### config.mk
export PLATFORM = sky130hd
export DESIGN_NAME = mem_port_arbiter
export DESIGN_NICKNAME = d
export VERILOG_FILES = /design/src/rtl/mem_port_arbiter.sv
export SDC_FILE = /design/constraint.sdc
export NUM_CORES = 1
export LEC_CHECK = 0
export ABC_AREA = 1
export BUFFER_PORTS_ARGS = -buffer_cell sky130_fd_sc_hd__buf_4
export CAP_MARGIN = 25
export CELL_PAD_IN_SITES_DETAIL_PLACEMENT = 0
export CELL_PAD_IN_SITES_GLOBAL_PLACEMENT = 2
export CORE_MARGIN = 8
export CORE_UTILIZATION = 26
export DETAILED_ROUTE_END_ITERATION = 12
export HOLD_SLACK_MARGIN = 0.12
export PLACE_DENSITY = 0.82
export SLEW_MARGIN = 10
export SYNTH_ARGS = -nofsm -noshare
export SYNTH_HDL_FRONTEND = slang
export SYNTH_SLANG_ARGS = --single-unit
export TNS_END_PERCENT = 30
### constraint.sdc
create_clock -name clk -period 2.4 [get_ports clk]
set_input_delay 0.12 -clock clk [delete_from_list [all_inputs] [get_ports clk]]
set_output_delay 0.12 -clock clk [all_outputs]
set_load 0.01 [all_outputs]
### src/rtl/mem_port_arbiter.sv
// Shares the single external memory bus between instruction fetch and data access.
// Data has priority over fetch. Flush cancels any access that has not been issued yet.
module mem_port_arbiter #(
  parameter int WAIT_MAX = 255
) (
  input  logic        clk,
  input  logic        rst,
  input  logic        flush,
  input  logic        if_req,
  input  logic [31:0] if_addr,
  output logic [31:0] if_rdata,
  output logic        if_stall,
  input  logic        dm_req,
  input  logic        dm_we,
  input  logic [3:0]  dm_sel,
  input  logic [31:0] dm_addr,
  input  logic [31:0] dm_wdata,
  output logic [31:0] dm_rdata,
  output logic        dm_stall,
  output logic        bus_req,
  output logic        bus_we,
  output logic [3:0]  bus_sel,
  output logic [31:0] bus_addr,
  output logic [31:0] bus_wdata,
  input  logic        bus_ack,
  input  logic [31:0] bus_rdata,
  output logic        bus_err
);

  typedef enum logic [1:0] {IDLE, DM_WAIT, IF_WAIT, RELEASE} state_t;

  localparam logic [15:0] WAIT_LAST = 16'(WAIT_MAX - 1);

  state_t      state;
  logic        pend_if;
  logic [31:0] if_addr_q;
  logic [15:0] wait_cnt;
  logic        timeout;

  // The wait counter reaches WAIT_MAX on the edge that ends this cycle.
  assign timeout  = (wait_cnt == WAIT_LAST);
  assign if_stall = !rst && if_req && (state != RELEASE);
  assign dm_stall = !rst && dm_req && (state != RELEASE);

  always_ff @(posedge clk) begin
    if (rst) begin
      state     <= IDLE;
      pend_if   <= 1'b0;
      if_addr_q <= 32'h0;
      wait_cnt  <= 16'h0;
      bus_req   <= 1'b0;
      bus_we    <= 1'b0;
      bus_sel   <= 4'h0;
      bus_addr  <= 32'h0;
      bus_wdata <= 32'h0;
      if_rdata  <= 32'h0;
      dm_rdata  <= 32'h0;
      bus_err   <= 1'b0;
    end else begin
      bus_err <= 1'b0;
      case (state)
        IDLE: begin
          if (!flush && (if_req || dm_req)) begin
            pend_if   <= if_req;
            if_addr_q <= if_addr;
            wait_cnt  <= 16'h0;
            bus_req   <= 1'b1;
            if (dm_req) begin
              bus_we    <= dm_we;
              bus_sel   <= dm_sel;
              bus_addr  <= dm_addr;
              bus_wdata <= dm_wdata;
              state     <= DM_WAIT;
            end else begin
              bus_we    <= 1'b0;
              bus_sel   <= 4'b1111;
              bus_addr  <= if_addr;
              bus_wdata <= 32'h0;
              state     <= IF_WAIT;
            end
          end
        end

        DM_WAIT: begin
          if (bus_ack || timeout) begin
            bus_req  <= 1'b0;
            dm_rdata <= bus_ack ? bus_rdata : 32'h0;
            bus_err  <= !bus_ack;
            pend_if  <= pend_if && !flush;
            state    <= (pend_if && !flush) ? IF_WAIT : RELEASE;
          end else begin
            wait_cnt <= wait_cnt + 16'h1;
            if (flush) pend_if <= 1'b0;
          end
        end

        IF_WAIT: begin
          // bus_req low here means this is the one-cycle gap before a queued fetch.
          if (!bus_req) begin
            if (flush) begin
              pend_if <= 1'b0;
              state   <= RELEASE;
            end else begin
              bus_req   <= 1'b1;
              wait_cnt  <= 16'h0;
              bus_we    <= 1'b0;
              bus_sel   <= 4'b1111;
              bus_addr  <= if_addr_q;
              bus_wdata <= 32'h0;
            end
          end else if (bus_ack || timeout) begin
            bus_req  <= 1'b0;
            if_rdata <= bus_ack ? bus_rdata : 32'h0;
            bus_err  <= !bus_ack;
            pend_if  <= 1'b0;
            state    <= RELEASE;
          end else begin
            wait_cnt <= wait_cnt + 16'h1;
          end
        end

        RELEASE: state <= IDLE;

        default: state <= IDLE;
      endcase
    end
  end

endmodule

**After elaboration in Yosys (flattened, before gate mapping)**

Index checks and enable logic that the tools add are counted.

- Add/sub/neg operators: 1
- Equal/unequal tests: 12
- Muxes and demuxes: 48
- Reduce and logical (&&, ||, !) cells: 22

Operator list:

| cell | number |
|---|---|
| 32-bit 2-to-1 mux | 9 |
| 32-bit case mux with 2 select lines | 2 |
| 16-bit 2-to-1 mux | 4 |
| 16-bit case mux with 3 select lines | 1 |
| 16-bit by 1-bit adder with 16-bit output (second input constant) | 1 |
| 16-bit by 8-bit equality test with 1-bit output (second input constant) | 1 |
| 1-bit 2-to-1 mux | 16 |
| 4-bit 2-to-1 mux | 4 |
| 2-bit 2-to-1 mux | 6 |
| 3-bit AND reduction | 4 |
| 2-bit inequality test (second input constant) | 5 |
| 3-bit inequality test (second input constant) | 3 |
| 2-bit case mux with 4 select lines | 1 |
| 4-bit case mux with 2 select lines | 1 |
| 4-bit AND reduction | 2 |
| 1-bit logical AND | 6 |
| 1-bit case mux with 3 select lines | 2 |
| 2-bit equality test (second input constant) | 2 |
| 1-bit case mux with 2 select lines | 2 |
| 2-bit AND reduction | 2 |
| 1-bit zero test | 3 |
| 3-bit nonzero test | 1 |
| 2-bit by 1-bit equality test with 1-bit output (second input constant) | 1 |
| 2-bit zero test | 1 |
| other kinds (2) | 3 |

- Bits in registers: 186
- Input bits: 139
- Logic and storage cells: 95

**Longest topological paths before layout**

- Word-level depth: 5
- Mapped depth: 12

**Least setup slack after synthesis**

No wires, ideal clock.

- Path kind: reg-to-reg
- From: register state[0]
- To: register bus_addr[0]
- Library setup time: 0.116 ns
- Arrival time: 1.589 ns
- Slack: 0.695 ns
- Cell stages (with the launch flop): 11
- Path buffers: 2
- Cells stage by stage: dfxtp_1 > inv_1 > ha_1 > or2_1 > o211a_1 > nand2_2 > inv_2 > buf_4 > buf_6 > nor2_1 > nor2_1

- Longest elaborated chain between the ends: 3
- Elaborated cells on any way between the ends: 8
- Classes of those cells: 4 x eq/ne; 1 x mux; 3 x reduce/logical

RTL lines:

| what | line | source |
|---|---|---|
| start, declared | 34 | `state_t state;` |
| start signal, assigned | 90 | `state <= (pend_if && !flush) ? IF_WAIT : RELEASE;` |
| 2-bit equality test / 2-bit zero test (equally long branches) | 61 | `case (state)` |
| 2-bit inequality test (no line) / 2-bit nonzero test (equally long branches) | -- |  |
| 4-bit AND reduction (no line) | -- |  |
| end signal, assigned | 71 | `bus_addr <= dm_addr;` |
| end signal, assigned | 77 | `bus_addr <= if_addr;` |
| end signal, assigned | 108 | `bus_addr <= if_addr_q;` |
| end, declared | 23 | `output logic [31:0] bus_addr,` |

Parallel ways exist; a longest one is shown, timed or not.
A chain may end at the register's enable or synchronous reset.

**Final worst setup path**

- From: register state[0]
- To: register bus_wdata[28]

- Longest elaborated chain between the ends: 3
- Elaborated cells on any way between the ends: 8
- Classes of those cells: 4 x eq/ne; 1 x mux; 3 x reduce/logical

RTL lines:

| what | line | source |
|---|---|---|
| 2-bit equality test / 2-bit zero test (equally long branches) | 61 |  |
| 2-bit inequality test (no line) / 2-bit nonzero test (equally long branches) | -- |  |
| 4-bit AND reduction (no line) | -- |  |
| end signal, assigned | 72 | `bus_wdata <= dm_wdata;` |
| end, declared | 24 | `output logic [31:0] bus_wdata,` |

Parallel ways exist; a longest one is shown, timed or not.

==> flow_summary.toml <==
[run_status]
status = "finished clean"

[floorplan]
ios = 276
die_h_um = 193
rows = 64
start_util_pct = 26.4
die-area_um2 = 37100
fp.dieW_um = 193
core_area_um2 = 30700

[final_layout]
final_nets = 1654
layout-drive-gt1-share_pct = 22.5
design_area_um2 = 12100
final_core_util_pct = 39.3
fillCellCount = 3239
areaGrowthSynthToFinish_pct = 48.9
final_common_cell = "nand2_1"
num_antenna_cells = 0
layout_common_cells = "nand2_1 (314), buf_4 (291), dfxtp_1 (186), nor2_1 (149), a21oi_1 (137)"

[clocking]
htreeDepth = 4
cts_buffer_depth = 2
cts_resized = 0
clock-sinks = 186
cts_made_buffers = 17
cts_root_buf = "clkbuf_16"
path_clk_slew_ps = 90
cts_setup_buffers = 0
cts_tree = "done"
clock_latency_ps = 440
cts_hold_buffers = 103

[critical_path]
worstSetupPathType = "flip-flop to flip-flop"
reg2reg_slack_ps = 360
worstPathArrival_ps = 2410
critPathCaptureType = "flip-flop"
crit_fanout = 44
crit_path_start_kind = "flip-flop"
reg2reg_to = "bus_wdata[28]"
timing.rr.start = "state[0]"
critPathRequiredTime_ps = 2770
cp-startpoint = "state[0]"
crit_path_end = "bus_wdata[28]"
r2r_cells = 9

[global_route]
grt.overflow.total = 0
grt_max_degree = 65
grt_first_pass_wirelength_mm = 46.0
grt_pass1_vias = 8437
grt_antenna_before_repair = 0
track_usage_pct = 15.4

[placed_design]
portBuffers = 275
placed_area_um2 = 10500
gp_congestion = 0.764
place_hpwl_mm = 20.4

[routing]
drtPass1Iterations = 5
avgViaCountPerCell = 4.44
ant_nets = 0
wire_per_inst_um = 15.3
route.detailed.drc = 0
wl_mm = 29.4
routed-via-count = 8521
drt-initial-drc-count = 349

[logic_synthesis]
syn-num-nets = 1314
synth_cells = 1168
synth_area_um2 = 8100
synth_seq_cells = 186
ys_seq_area_share_pct = 46.0
ys_warn_count = 0
yosysUniqueCellTypes = 28
postSynthAreaPerCell_um2 = 6.94

[power_and_ir_drop]
p_leak_uw = 0.00540
power.density_nw_per_um2 = 899
clkPwrFrac_pct = 25.9
p_int_uw = 6670
p_comb_share_pct = 37.1
peakVddDrop_uv = 592
p_sw_uw = 4170
switching_share_pct = 38.4
seqPwrFrac_pct = 37.0

[sta]
post-route-period-util_pct = 85.1
worstMarginPinSlew_ps = 636
rsz0062_at_grt = "false"
slew_viol_final = 0
finalSetupViolCount = 0
final.setup.tns_ps = 0
fmax_mhz = 490
finalHoldViolations = 0
max-slew-margin-rel_pct = 57.6
clock_skew_ps = 21.5
finalCriticalPeriod_ps = 2040

[worst_hold_path]
hold_class = "input port to flip-flop"

[run]
drv_cap = 0
registers in the layout, summed over array words and instances (netlist names):
register	flops
if_rdata	32
bus_addr	32
state	2
bus_we	1
bus_err	1
bus_sel	4
bus_wdata	32
dm_rdata	32
wait_cnt	16
if_addr_q	32
bus_req	1
pend_if	1
power groups by stage:
stage                     Combinational, µW  Clock (µW)  Sequential (µW)
final                                  4020        2800             4020
after global routing                   4520        3030             4100
after CTS                              4110        2930             4020
after detailed placement               3960           0             4090
after global placement                 3950           0             4080
after floorplan                        2230           0             4220
layout make-up:
class                           instances  area [µm²]  area share [%]
Sequential cell                       186        3720            30.9
Clock inverter                         14         151            1.25
Inverter                              106         400            3.32
Timing Repair Buffer                  397        3280            27.1
Clock buffer                           18         429            3.56
Multi-Input combinational cell        800        3590            29.8
Tap cell                              396         495            4.11
metrics by stage:
stage	total power (µW)	instances	hold slack, ps	setup WS, ps
2_1_floorplan	6450	1168	262	695
3_3_place_gp	8030	1782	352	424
3_5_place_dp	8050	1782	358	343
4_1_cts	11100	1917	123	333
5_1_grt	11600	1917	156	119
6_report	10800	1917	143	358
metal layers:
metal / vias up / share of wire (%) / GRT usage [%]
met1: 3850 / 42 / 18.7
met5: - / 0 / 0
met3: 32 / 7.6 / 5.15
li1: 4417 / - / -
met2: 222 / 48 / 25.4
met4: 0 / 2.3 / 4.85
critical path, cell delays in order, from the launching register on:
cell and delay, ps:
dfxtp_1 390, inv_1 90, ha_1 290, nand2_1 160, o211a_1 180, nand2_2 80, inv_2 60, buf_4 410
nand3_1 150, a21oi_1 160
synthesized netlist by cell type (all sizes together):
master  count  share of area, %
clkbuf     45               2.1
nor4        1             0.077
nand4       9              0.69
or2         1             0.077
inv       105               4.9
a31oi      34               2.6
o211a       1              0.12
nor3b       1             0.093
a21oi     137               8.5
nand2     320                15
ha          7               1.1
nor2      151               7.1
o21ai      74               4.7
nand3      55               3.6
buf        31               2.8
nor3        9              0.56
clkinv      1             0.046
dfxtp     186                46
worst min-delay path by stage:
stage,from,endpoint,slack [ps],cells after the start
floorplan,dm_sel[0],bus_sel[0],260,2
global placement,dm_sel[1],bus_sel[1],350,3
detailed placement,dm_sel[2],bus_sel[2],360,3
CTS,dm_addr[21],bus_addr[21],120,5
global route,dm_addr[19],bus_addr[19],160,5
finish,dm_addr[23],bus_addr[23],140,5
cell families after synthesis:
group | count (synthesis) | synth area share (%)
fa+ha+maj | 7 | 1.08
simple gates | 547 | 27.3
flops | 186 | 46.0
compound gates | 246 | 15.9
buf+inv | 182 | 9.82
Note: power is estimated with default switching activity, not from simulation.
